==> config.mk <==
export PLATFORM = sky130hd
export DESIGN_NAME = rvvi_frame_packer_flat
export DESIGN_NICKNAME = d
export VERILOG_FILES = /design/src/rtl/rvvi_frame_packer_if.sv /design/src/rtl/rvvi_frame_packer.sv /design/src/flat_wrapper.sv
export SDC_FILE = /design/constraint.sdc
export NUM_CORES = 2
export LEC_CHECK = 0
export CAP_MARGIN = 20
export CORE_ASPECT_RATIO = 1.1
export CORE_UTILIZATION = 35
export DETAILED_ROUTE_END_ITERATION = 6
export GPL_TIMING_DRIVEN = 0
export SLEW_MARGIN = 25
export SYNTH_ARGS = -nofsm -noshare
export SYNTH_HDL_FRONTEND = slang
export SYNTH_SLANG_ARGS = --single-unit
==> constraint.sdc <==
create_clock -name clk -period 44.4 [get_ports clk]
set_clock_uncertainty 0.2 [all_clocks]
set_input_delay 4.44 -clock clk [delete_from_list [all_inputs] [get_ports clk]]
set_output_delay 4.44 -clock clk [all_outputs]
set_load 0.02 [all_outputs]
==> src/rtl/rvvi_frame_packer_if.sv <==
// rtl/rvvi_frame_packer_if.sv - beat stream link from the frame packer to the trace transport
interface rvvi_frame_packer_if;
    logic        OutValid;
    logic        OutReady;
    logic [63:0] OutData;
    logic        OutLast;

    modport master (
        output OutValid,
        output OutData,
        output OutLast,
        input  OutReady
    );

    modport slave (
        input  OutValid,
        input  OutData,
        input  OutLast,
        output OutReady
    );
endinterface

==> src/rtl/rvvi_frame_packer.sv <==
// rtl/rvvi_frame_packer.sv - buffers flat RVVI frames and drains them as variable-length 64-bit beat streams
//
// Input frame layout, LSB first (XLEN <= 64):
//   PC, Mcycle, Minstret (XLEN each)
//   L3 64b: [1:0] Priv, [2] Trap, [15:8] CSRCount, [63:32] Instr
//   L4 64b: [4:0] register address, [8] GPRWen, [9] FPRWen
//   RegVal (XLEN), MAX_CSRS CSR values (XLEN each), MAX_CSRS CSR addresses (16b each)
module rvvi_frame_packer #(
    parameter int XLEN        = 64,
    parameter int MAX_CSRS    = 5,
    parameter int DEPTH       = 4,
    parameter int HALT_THRESH = 3,
    parameter int RVVI_WIDTH  = 128 + 4*XLEN + MAX_CSRS*(XLEN+16)
) (
    input  logic                     clk,
    input  logic                     resetn,
    input  logic                     Enable,
    input  logic                     InValid,
    input  logic [RVVI_WIDTH-1:0]    InRvvi,
    rvvi_frame_packer_if.master      tx,
    output logic                     HaltReq,
    output logic                     Overflow,
    output logic [15:0]              DropCount,
    output logic [$clog2(DEPTH):0]   Occupancy
);
    localparam int AW        = $clog2(DEPTH);
    localparam int CW        = AW + 1;
    localparam int OFF_MCYC  = XLEN;
    localparam int OFF_MINST = 2*XLEN;
    localparam int OFF_L3    = 3*XLEN;
    localparam int OFF_L4    = 3*XLEN + 64;
    localparam int OFF_REG   = 3*XLEN + 128;
    localparam int OFF_VAL   = 4*XLEN + 128;
    localparam int OFF_ADDR  = 4*XLEN + 128 + MAX_CSRS*XLEN;

    typedef enum logic {IDLE, EMIT} state_t;

    state_t state, state_next;
    logic [7:0] beat_idx, beat_next;

    logic [RVVI_WIDTH-1:0] mem_frame [DEPTH];
    logic [15:0]           mem_seq   [DEPTH];
    logic                  mem_dp    [DEPTH];

    logic [AW-1:0] wr_ptr, rd_ptr;
    logic [CW-1:0] count, count_next;
    logic [15:0]   seq;
    logic          drop_pend;

    logic [RVVI_WIDTH-1:0] head;
    logic [63:0] l3, l4;
    logic [7:0]  csr_cnt, n_csr, n_lanes, beats, val_base, addr_base;
    logic        has_reg;
    logic [63:0] beat_data;
    logic        last_beat, handshake, pop, push, drop, full, push_req;

    // Head entry decode: the frame at the FIFO head defines the current stream length
    assign head      = mem_frame[rd_ptr];
    assign l3        = head[OFF_L3 +: 64];
    assign l4        = head[OFF_L4 +: 64];
    assign csr_cnt   = l3[15:8];
    assign has_reg   = l4[8] | l4[9];
    assign n_csr     = (csr_cnt > 8'(MAX_CSRS)) ? 8'(MAX_CSRS) : csr_cnt;
    assign n_lanes   = (n_csr + 8'd3) >> 2;
    assign val_base  = 8'd6 + {7'd0, has_reg};
    assign addr_base = val_base + n_csr;
    assign beats     = addr_base + n_lanes;

    // Beat multiplexer: selects the lane for the current beat index, zero-extended to 64 bits
    always_comb begin
        beat_data = '0;
        if (beat_idx == 8'd0) begin
            beat_data = {16'h0, mem_seq[rd_ptr], 6'd0, mem_dp[rd_ptr], has_reg, beats, 16'h5256};
        end else if (beat_idx < 8'd6) begin
            case (beat_idx)
                8'd1:    beat_data = 64'(head[0 +: XLEN]);
                8'd2:    beat_data = 64'(head[OFF_MCYC +: XLEN]);
                8'd3:    beat_data = 64'(head[OFF_MINST +: XLEN]);
                8'd4:    beat_data = l3;
                default: beat_data = l4;
            endcase
        end else if (beat_idx < val_base) begin
            beat_data = 64'(head[OFF_REG +: XLEN]);
        end else if (beat_idx < addr_base) begin
            for (int j = 0; j < MAX_CSRS; j++) begin
                if ((beat_idx - val_base) == 8'(j))
                    beat_data = 64'(head[OFF_VAL + j*XLEN +: XLEN]);
            end
        end else begin
            // Four addresses per lane; slots at or beyond N stay zero
            for (int j = 0; j < MAX_CSRS; j++) begin
                if (((beat_idx - addr_base) == 8'(j/4)) && (8'(j) < n_csr))
                    beat_data[(j%4)*16 +: 16] = head[OFF_ADDR + 16*j +: 16];
            end
        end
    end

    assign last_beat = (beat_idx == beats - 8'd1);
    assign handshake = tx.OutValid & tx.OutReady;
    assign pop       = (state == EMIT) & handshake & last_beat;
    assign full      = (count == CW'(DEPTH));
    assign push_req  = Enable & InValid;
    assign push      = push_req & (~full | pop);
    assign drop      = push_req & full & ~pop;
    assign count_next = count + CW'(push) - CW'(pop);

    assign tx.OutValid = (state == EMIT);
    assign tx.OutData  = tx.OutValid ? beat_data : 64'd0;
    assign tx.OutLast  = tx.OutValid & last_beat;
    assign Occupancy   = count;

    // Next-state logic: walk beats on handshakes, chain straight into the next frame when one is queued
    always_comb begin
        state_next = state;
        beat_next  = beat_idx;
        case (state)
            IDLE: begin
                beat_next = 8'd0;
                if (count != '0)
                    state_next = EMIT;
            end
            EMIT: begin
                if (handshake) begin
                    if (last_beat) begin
                        beat_next  = 8'd0;
                        state_next = (count_next != '0) ? EMIT : IDLE;
                    end else begin
                        beat_next = beat_idx + 8'd1;
                    end
                end
            end
            default: begin
                state_next = IDLE;
                beat_next  = 8'd0;
            end
        endcase
    end

    // Control state, FIFO pointers, sequence tagging and drop bookkeeping
    always_ff @(posedge clk) begin
        if (!resetn) begin
            state     <= IDLE;
            beat_idx  <= 8'd0;
            wr_ptr    <= '0;
            rd_ptr    <= '0;
            count     <= '0;
            seq       <= 16'd0;
            drop_pend <= 1'b0;
            Overflow  <= 1'b0;
            DropCount <= 16'd0;
            HaltReq   <= 1'b0;
        end else begin
            state    <= state_next;
            beat_idx <= beat_next;
            count    <= count_next;
            HaltReq  <= (count_next >= CW'(HALT_THRESH));
            if (push) begin
                wr_ptr    <= wr_ptr + AW'(1);
                seq       <= seq + 16'd1;
                drop_pend <= 1'b0;
            end
            if (pop)
                rd_ptr <= rd_ptr + AW'(1);
            if (drop) begin
                Overflow  <= 1'b1;
                drop_pend <= 1'b1;
                if (DropCount != 16'hFFFF)
                    DropCount <= DropCount + 16'd1;
            end
        end
    end

    // Frame storage: payload captured together with its sequence tag and pending-drop flag
    always_ff @(posedge clk) begin
        if (resetn && push) begin
            mem_frame[wr_ptr] <= InRvvi;
            mem_seq[wr_ptr]   <= seq;
            mem_dp[wr_ptr]    <= drop_pend;
        end
    end
endmodule
==> src/flat_wrapper.sv <==
// flat-port wrapper written by rule: the top's interface ports become plain ports
module rvvi_frame_packer_flat 
#(
    parameter int XLEN        = 64,
    parameter int MAX_CSRS    = 5,
    parameter int DEPTH       = 4,
    parameter int HALT_THRESH = 3,
    parameter int RVVI_WIDTH  = 128 + 4*XLEN + MAX_CSRS*(XLEN+16)
)
  (clk, resetn, Enable, InValid, InRvvi, HaltReq, Overflow, DropCount, Occupancy, tx_OutValid, tx_OutData, tx_OutLast, tx_OutReady);
  rvvi_frame_packer_if tx_i ();
  input  logic clk;
  input  logic resetn;
  input  logic Enable;
  input  logic InValid;
  input  logic [RVVI_WIDTH-1:0] InRvvi;
  output logic HaltReq;
  output logic Overflow;
  output logic [15:0] DropCount;
  output logic [$clog2(DEPTH):0] Occupancy;
  output wire logic [$bits(tx_i.OutValid)-1:0] tx_OutValid;
  output wire logic [$bits(tx_i.OutData)-1:0] tx_OutData;
  output wire logic [$bits(tx_i.OutLast)-1:0] tx_OutLast;
  input wire logic [$bits(tx_i.OutReady)-1:0] tx_OutReady;
  assign tx_OutValid = tx_i.OutValid;
  assign tx_OutData = tx_i.OutData;
  assign tx_OutLast = tx_i.OutLast;
  assign tx_i.OutReady = tx_OutReady;
  rvvi_frame_packer #(.XLEN(XLEN), .MAX_CSRS(MAX_CSRS), .DEPTH(DEPTH), .HALT_THRESH(HALT_THRESH), .RVVI_WIDTH(RVVI_WIDTH)) u_core (.clk(clk), .resetn(resetn), .Enable(Enable), .InValid(InValid), .InRvvi(InRvvi), .tx(tx_i), .HaltReq(HaltReq), .Overflow(Overflow), .DropCount(DropCount), .Occupancy(Occupancy));
endmodule
==> metrics.csv <==
metric,value,unit
RSZ-0062 raised after global routing,no,
row cnt,229,
final antenna-violating net count,0,
Avg Vias per Cell,5.42,
first-pass GRT wire length,552000,µm
main flop type after synthesis,edfxtp_1,
post-synthesis simple-gate area fraction,1.74,%
antenna violations before repair,304,
TNS Setup,0,ps
Layout Utilization,43.5,%
"Slew Viols, Final",0,
Clock Path Buffers,4,
final hold viol count,0,
post-synthesis compound-gate area fraction,3.45,%
"Cell Area, Synth",0.125,mm²
"CTS clk-pin slew, worst paths",60,ps
leakage power,47.3,nW
post-CTS sizing,0,
Critical Path Fanout Max,12,
Power Total,6.61,mW
Iter 0 DRT Violations,6669,
hold slack final,271,ps
max-cap viol count,0,
PD cells,42.8,mW/mm²
clock latency on the worst-skew pair,950,ps
Max Fclk,63.8,MHz
Die Height,629,µm
post-route clock period utilization,35.3,%
"Async S/R FF share, synth",0,%
cts hold-fix bufs,0,
CTS tree,yes,
VDD IR max,0.0334,mV
Post-synth EDFFs,3204,
CTS Buf Count,345,
layout cells sized above 1,23.4,%
startpoint type of the worst setup path,flop,
Critical Path End Type,primary output,
multiplexer area fraction after synthesis,15.3,%
RD Place Congestion,0.849,
xor and xnor area share after synthesis,0.228,%
Yosys warnings,0,
die area,0.360,mm²
area share of fa/ha/maj cells after synthesis,0.348,%
postcts setup bufs,0,
core area,0.355,mm²
"most common cell after layout, fill and taps aside",edfxtp_1,
Pre-antenna DRT Iters,6,
Critical Path Sink,tx_OutData[18],
residual DRC count,0,
Final Critical Period,15680,ps
path depth of the worst reg2reg path,27,
total number of vias,65700,
H-Tree Depth,5,
Slew @ Worst Pin,1280,ps
CTS root buf,clkbuf_16,
WP data arrival,11040,ps
WL/cell,34.2,µm
# IOs,876,
dpl cell area,0.143,mm²
Final Cell Area,0.154,mm²
R2R Setup Slk,32980,ps
status,finished clean,
half-perimeter wire length after detailed placement,305000,µm
Initial Utilization,35.3,%
vias in the first global route,66600,
number of setup violations in the final report,0,
chip width,572,µm
average cell area after synthesis,22.2,µm²
relative slew slack,13.7,%
Critical Setup Path Class,reg -> out,
"flops & latches, synth",3257,
IO Port Bufs,875,
gr ovfl total,0,
clock sink count,3257,
All-Layer GR Usage,22.6,%
sequential-to-total area share from yosys stat,77.7,%
routed wire length,414000,µm
main combinational cell family by area after synthesis,multiplexers,
Hold Crit Class,reg -> reg,
P&R area growth vs syn,23.4,%
most frequent cells in the layout,"edfxtp_1, clkdlybuf4s50_1, mux4_2",
Syn Inst Count,5627,
Final #Nets,7803,
Synth cell types,89,
WP data required,39760,ps
largest net degree at the start of global routing,42,
Worst R2R End,u_core.mem_frame[3][669]$_DFFE_PP_,
sequential cells by signal (all words and copies together), names as in the netlist, named ones only:
name                cells
u_core.DropCount       16
u_core.HaltReq          1
u_core.Occupancy        3
u_core.Overflow         1
u_core.beat_idx         8
u_core.drop_pend        1
u_core.mem_dp           4
u_core.mem_frame     3136
u_core.mem_seq         64
u_core.rd_ptr           2
u_core.seq             16
u_core.tx.OutValid      1
u_core.wr_ptr           2
kinds of logic (layout without fill, tap and decap cells):
kind of cell | after synthesis | in the layout
adders and majority gates | 33 | 33
buffers and inverters | 339 | 1972
other | 2 | 120
AOI/OAI and AO/OA | 628 | 628
xor gates and xnor gates | 30 | 30
muxes | 881 | 881
and+or+nand+nor | 457 | 457
DFF | 3257 | 3257
cell type report:
type / instances / area [µm²]
Inverter: 28 / 105
Timing Repair Buffer: 999 / 11600
Antenna cell: 110 / 275
Tap cell: 4735 / 5920
Buffer: 311 / 1450
Clock buffer: 428 / 9100
Fill cell: 30500 / 200000
Multi-Input combinational cell: 2039 / 26500
Clock inverter: 206 / 2240
Sequential cell: 3257 / 97300
report_power, final:
part | internal (mW) | switching, mW
logic | 0.127 | 0.155
clock network | 1.65 | 1.24
registers | 3.42 | 0.00999
total | 5.20 | 1.40
Yosys cell counts, drive strengths merged (4+ instances only):
cell type	count	area, µm²
o21bai	4	30.0
o2111ai	5	43.8
a211o	6	52.6
and3	22	138
nand4	11	75.1
buf	134	716
xor2	10	95.1
edfxtp	3204	96200
o31ai	7	52.6
a22oi	93	698
mux2i	47	474
or2	8	52.6
a221oi	84	736
nor3	19	105
nor3b	5	37.5
a211oi	10	92.6
a31oi	50	313
a311oi	21	184
o211ai	6	45.0
ha	30	375
nand2b	19	119
o21ai	86	442
nand3b	4	30.0
nor4	10	96.4
nand2	169	634
clkbuf	177	664
and2	13	81.3
mux4	825	18600
a22o	4	35.0
a21oi	171	860
o22ai	15	93.8
dfxtp	53	1060
nand3	31	155
a21o	7	52.6
xnor2	19	166
or4	5	37.5
a31o	30	263
nor2	120	450
inv	26	97.6
mux2	9	101
or3	7	43.8
nor2b	5	33.8
worst min-delay path by stage:
stage	startpoint	endpoint	slack, ps	cells after the start
4_1_cts	u_core.Overflow$_SDFFE_PN0P_	u_core.Overflow$_SDFFE_PN0P_	270	2
2_1_floorplan	u_core.drop_pend$_SDFFE_PN0P_	u_core.mem_dp[0]$_DFFE_PP_	250	0
6_report	u_core.Overflow$_SDFFE_PN0P_	u_core.Overflow$_SDFFE_PN0P_	270	2
3_3_place_gp	u_core.Overflow$_SDFFE_PN0P_	u_core.Overflow$_SDFFE_PN0P_	270	2
3_5_place_dp	u_core.Overflow$_SDFFE_PN0P_	u_core.Overflow$_SDFFE_PN0P_	260	2
5_1_grt	u_core.drop_pend$_SDFFE_PN0P_	u_core.mem_dp[0]$_DFFE_PP_	320	0
routing by layer:
metal	global-route usage (%)	vias to the layer above	wire [µm]
met5	0	-	1320
met4	10.7	212	20000
met3	7.45	900	39900
met2	35.7	2818	197000
met1	28.0	34800	156000
li1	-	27000	-
worst max-delay path, cell delays in order (launching register included):
cell and delay [ps]:
dfxtp_1 300, buf_2 410, buf_2 390, buf_2 390
buf_2 720, buf_2 590, buf_1 710, mux4_2 500
or2_2 420, ha_1 240, inv_1 70, ha_1 120
clkbuf_1 550, buf_2 580, clkbuf_1 680, clkbuf_1 610
a31oi_1 230, nor2_1 130, a221oi_1 100, o21ai_0 680
a21oi_1 190, o22ai_1 640, clkdlybuf4s50_1 740
metrics by stage:
step                      cells  setup WS (ps)
after floorplan            5635          19330
after CTS                 12000          28270
after global placement    11200          -1670
after global routing      12100          28300
after detailed placement  11400          29320
final                     12100          28720
(Power assumes the default switching activity.)
